`src/rtl/mul_pkg.sv`:
```
// Shared widths and payload types for the nibble multiplier.
package mul_pkg;

  localparam int unsigned MUL_IN_W  = 4;
  localparam int unsigned MUL_OUT_W = 8;

  typedef logic [MUL_IN_W-1:0]  nibble_t;
  typedef logic [MUL_OUT_W-1:0] prod_t;

endpackage

```
`src/rtl/full_adder.sv`:
```
// One-bit full adder cell; a half adder is this cell with cin tied low.
module full_adder (
  input  logic a,
  input  logic b,
  input  logic cin,
  output logic sum,
  output logic cout
);

  assign sum  = a ^ b ^ cin;
  assign cout = (a & b) | (cin & (a ^ b));

endmodule

```
`src/rtl/mul_4x4.sv`:
```
// Unsigned 4x4 array multiplier: AND array, three rippling adder rows,
// and a synchronously reset product register.
module mul_4x4
  import mul_pkg::*;
(
  input  logic                 clk,
  input  logic                 rst,
  input  logic [MUL_IN_W-1:0]  x,
  input  logic [MUL_IN_W-1:0]  y,
  output logic [MUL_OUT_W-1:0] out
);

  localparam int unsigned NROWS = MUL_IN_W;

  nibble_t pp         [NROWS];
  nibble_t row_sum    [NROWS];
  nibble_t row_addend [1:NROWS-1];
  nibble_t row_c      [1:NROWS-1];
  logic    row_msb    [NROWS];
  prod_t   prod_d;
  prod_t   out_q;

  // Partial products: row i is x gated by multiplier bit y[i].
  for (genvar i = 0; i < int'(NROWS); i++) begin : g_pp_row
    for (genvar j = 0; j < int'(MUL_IN_W); j++) begin : g_pp_bit
      assign pp[i][j] = x[j] & y[i];
    end
  end

  assign row_sum[0] = pp[0];
  assign row_msb[0] = 1'b0;

  // Each row adds its partial products to the previous row's sum shifted
  // right by one; the dropped LSB is a finished product bit.
  for (genvar i = 1; i < int'(NROWS); i++) begin : g_row
    assign row_addend[i] = {row_msb[i-1], row_sum[i-1][MUL_IN_W-1:1]};
    assign row_msb[i]    = row_c[i][MUL_IN_W-1];

    for (genvar j = 0; j < int'(MUL_IN_W); j++) begin : g_cell
      logic cin;
      if (j == 0) begin : g_half
        assign cin = 1'b0;
      end else begin : g_full
        assign cin = row_c[i][j-1];
      end

      full_adder u_fa (
        .a    (pp[i][j]),
        .b    (row_addend[i][j]),
        .cin  (cin),
        .sum  (row_sum[i][j]),
        .cout (row_c[i][j])
      );
    end
  end

  assign prod_d = {row_msb[NROWS-1], row_sum[NROWS-1],
                   row_sum[2][0], row_sum[1][0], row_sum[0][0]};

  // Product register; reset takes priority over the new product.
  always_ff @(posedge clk) begin
    if (rst) begin
      out_q <= '0;
    end else begin
      out_q <= prod_d;
    end
  end

  assign out = out_q;

endmodule

```
`config.mk`:
```
export PLATFORM = sky130hd
export DESIGN_NAME = mul_4x4
export DESIGN_NICKNAME = d
export VERILOG_FILES = /design/src/rtl/mul_pkg.sv /design/src/rtl/full_adder.sv /design/src/rtl/mul_4x4.sv
export SDC_FILE = /design/constraint.sdc
export NUM_CORES = 1
export LEC_CHECK = 0
export ABC_AREA = 1
export CORE_MARGIN = 1.5
export CORE_UTILIZATION = 32
export CTS_CLUSTER_SIZE = 8
export DETAILED_ROUTE_END_ITERATION = 10
export PLACE_DENSITY = 0.68
export SYNTH_ARGS = -nofsm -noshare
export SYNTH_HDL_FRONTEND = slang
export SYNTH_SLANG_ARGS = --single-unit
```
`constraint.sdc`:
```
create_clock -name clk -period 3.25 [get_ports clk]
set_input_delay 0.325 -clock clk [delete_from_list [all_inputs] [get_ports clk]]
set_output_delay 0.325 -clock clk [all_outputs]
set_load 0.05 [all_outputs]
```
==> results.cfg, run 1 <==
[timing]
finalCritPeriodShare_pct = 103.9
drv_slew = 0
min_period_ps = 3377
maxSlewHeadroom_pct = 67.23
rsz0062_at_grt = true
worst_pin_slew_ps = 490.1
hold_violations = 0
fmax_mhz = 296.1
setup_slack_ps = -126.9
setup_viol = 2

[pwr]
combinationalPowerShare_pct = 44.8
powerDensity_mw_per_mm2 = 383.1
ir_drop_v = 0.0001549
sequentialPowerShare_pct = 33.8
leakage_uw = 0.0004711
p_sw_uw = 120.5
p_total_uw = 334.5
p_int_uw = 214.0
p_clk_share_pct = 21.4
power_switching_share_pct = 36.02

[setup_path]
worstSetupPathType = in -> reg
crit_required_ps = 3430
worstPathArrival_ps = 3560
critical_path.max_stage_delay_ps = 530
path_max_fanout = 2
worst_path_max_delay_cell = fa_2
crit_chain = buf_6, nand2_2, inv_2, ha_4, inv_2, fa_2, fa_1, fa_2, fa_2, inv_2, fa_2, inv_2, fa_2, inv_2, fa_1, inv_1, nor2_1
critPathLaunchType = input pin
cp-end-kind = register

[placed_design]
gp_congestion = 0.7493
place_ws_ps = -825.0
numPortBuffers = 17
place_area_um2 = 823.3
dp_hpwl_um = 804.1
place_inst = 112

[clocking]
clock_sink_count = 8
cts_buffer_depth = 2
cts_tree = built
cts_max_level = 1
clk_pin_slew_worst_paths_ps = 50
cts_setup_buffers = 0
cts-hold-fix-buffers = 0
cts-root-buf = clkbuf_4
cts_buffers = 3

[finish]
fin_area_um2 = 873.3
largest_reg_flops = 8
layout.cells.non_filler = 115
drive_above_1_share_pct = 32.65
syn2layout_area_growth_pct = 54.42
final_nets = 122
fill_cells = 162
diodes = 0

[run]
cap_violations = 0

[routing]
wl_um = 910
via_per_inst = 4.165
detail-route-antenna-nets = 0
drcViolationCount = 1
drt_first_pass_iters = 6
drt-initial-drc-count = 1
vias = 479
wire_per_inst_um = 7.913

[floorplan]
num_rows = 15
die-area_mm2 = 0.002029
coreArea_mm2 = 0.001689
ios = 18
die_h_um = 45.04
die_width_um = 45.04
initial_core_util_pct = 33.48

[synth]
synth_area_leaders = dfxtp_1 28%, fa_1 28%, inv_1 17%, nand2_1 11%, ha_1 8.8%
ys.flop_type = dfxtp_1
synthTopCellsByCount = 25 x inv_1, 16 x nand2_1, 8 x dfxtp_1, 8 x fa_1, 8 x nor2_1
ys_types = 7
synth_top_area_share_pct = 28.32
syn_area_per_cell_um2 = 8.079
synthArstFlopShare_pct = 0
yosysMostFrequentCell = inv_1
syn-cell-area_um2 = 565.5
synth-edff-count = 0
synth_top_cell_by_area = dfxtp_1
syn_nets = 92
yosysWarningCount = 0
ys_seq_area_share_pct = 28.32
synthCells = 70
ys_ff_latch = 8

[grt]
grt-ovfl-total = 0
grt_pass1_vias = 447
antenna_found_initial = 0
track_usage_pct = 12.00
grt_max_degree = 9
grt_pass1_wl_um = 1690

[hold_path]
hold_start = x[0]
hold_class = in -> reg
whs_path_depth = 4
holdPathEnd = out[0]

[outcome]
status = finished, violations left
violations = DRC, setup timing
-- cell type report --
| type | count | area [um2] | area share (%) |
|---|---|---|---|
| Multi-Input combinational cell | 36 | 332.8 | 38.11 |
| Clock buffer | 3 | 22.52 | 2.579 |
| Tap cell | 17 | 21.27 | 2.436 |
| Inverter | 25 | 93.84 | 10.74 |
| Sequential cell | 8 | 160.2 | 18.34 |
| Timing Repair Buffer | 26 | 242.7 | 27.79 |
-- worst max path at each step --
stage                     from  endpoint  slack, ps  cells after the start
final                     x[1]    out[6]       -130                     17
after global routing      x[1]    out[6]       -280                     17
after CTS                 x[1]    out[6]       -250                     17
after detailed placement  y[1]    out[6]       -820                     17
after global placement    y[1]    out[6]       -800                     17
after floorplan           x[0]    out[6]       -220                     16
-- power by group through the flow --
stage	sequential, uW	clock [uW]	combinational (uW)
detailed placement	115	0	146
global placement	115	0	143
CTS	113	73.8	152
finish	113	71.5	150
global route	114	75.6	169
floorplan	159	0	48.7
-- worst max-delay path, delay by kind of cell --
| family | cells | cell delay (ps) |
|---|---|---|
| adder cells (fa/ha/maj) | 8 | 2780 |
| buffers and inverters | 7 | 340 |
| AND/OR/NAND/NOR | 2 | 120 |
-- cell usage in the layout (no fill, tap or decap) --
cell type	Yosys	layout
inv_2	0	7
buf_4	0	9
clkbuf_4	0	3
fa_1	8	3
clkdlybuf4s15_1	0	1
buf_6	1	4
nand2_1	16	13
nor2_1	8	8
ha_4	0	1
fa_2	0	5
inv_1	25	18
clkdlybuf4s50_1	0	12
ha_1	4	3
dfxtp_1	8	8
nand2_2	0	3
-- per-layer routing --
layer / GRT usage (%) / routed length, um / share of wire [%] / vias to the layer above
li1: - / - / - / 244
met1: 12.15 / 364 / 40 / 219
met2: 21.43 / 482 / 53 / 14
met3: 1.200 / 46 / 5.1 / 2
met4: 10.59 / 17 / 1.9 / 0
met5: 0 / 0 / 0 / -
-- stage by stage --
| step | util [%] | hold WS [ps] | TNS, ps |
|---|---|---|---|
| after floorplan | - | 438.8 | -351.1 |
| after global placement | 48.74 | 1024 | -2282 |
| after detailed placement | 48.74 | 1042 | -2378 |
| after CTS | 51.48 | 404.3 | -438.7 |
| after global routing | 51.70 | 427.0 | -473.6 |
| final | 51.70 | 405.0 | -180.4 |
-- cell families (layout without fill, tap and decap cells) --
group / after synthesis / in the layout / share of synthesized area [%]
fa+ha+maj: 12 / 12 / 37.17
flops: 8 / 8 / 28.32
simple gates: 24 / 24 / 15.93
buf+inv: 26 / 54 / 18.58
-- repair_timing --
item                       4_1_cts  5_1_grt
pin swaps                       11        6
setup endpoints to repair        3        2
resized for setup               32        2
Note: power is estimated with default switching activity, not from simulation.
==> inputs of run 2 (changes only) <==
HOLD_SLACK_MARGIN = 0.15   (was unset)
==> results of run 2 <==
Same layout as run 1: the final DEF is identical, and so are final timing and power.
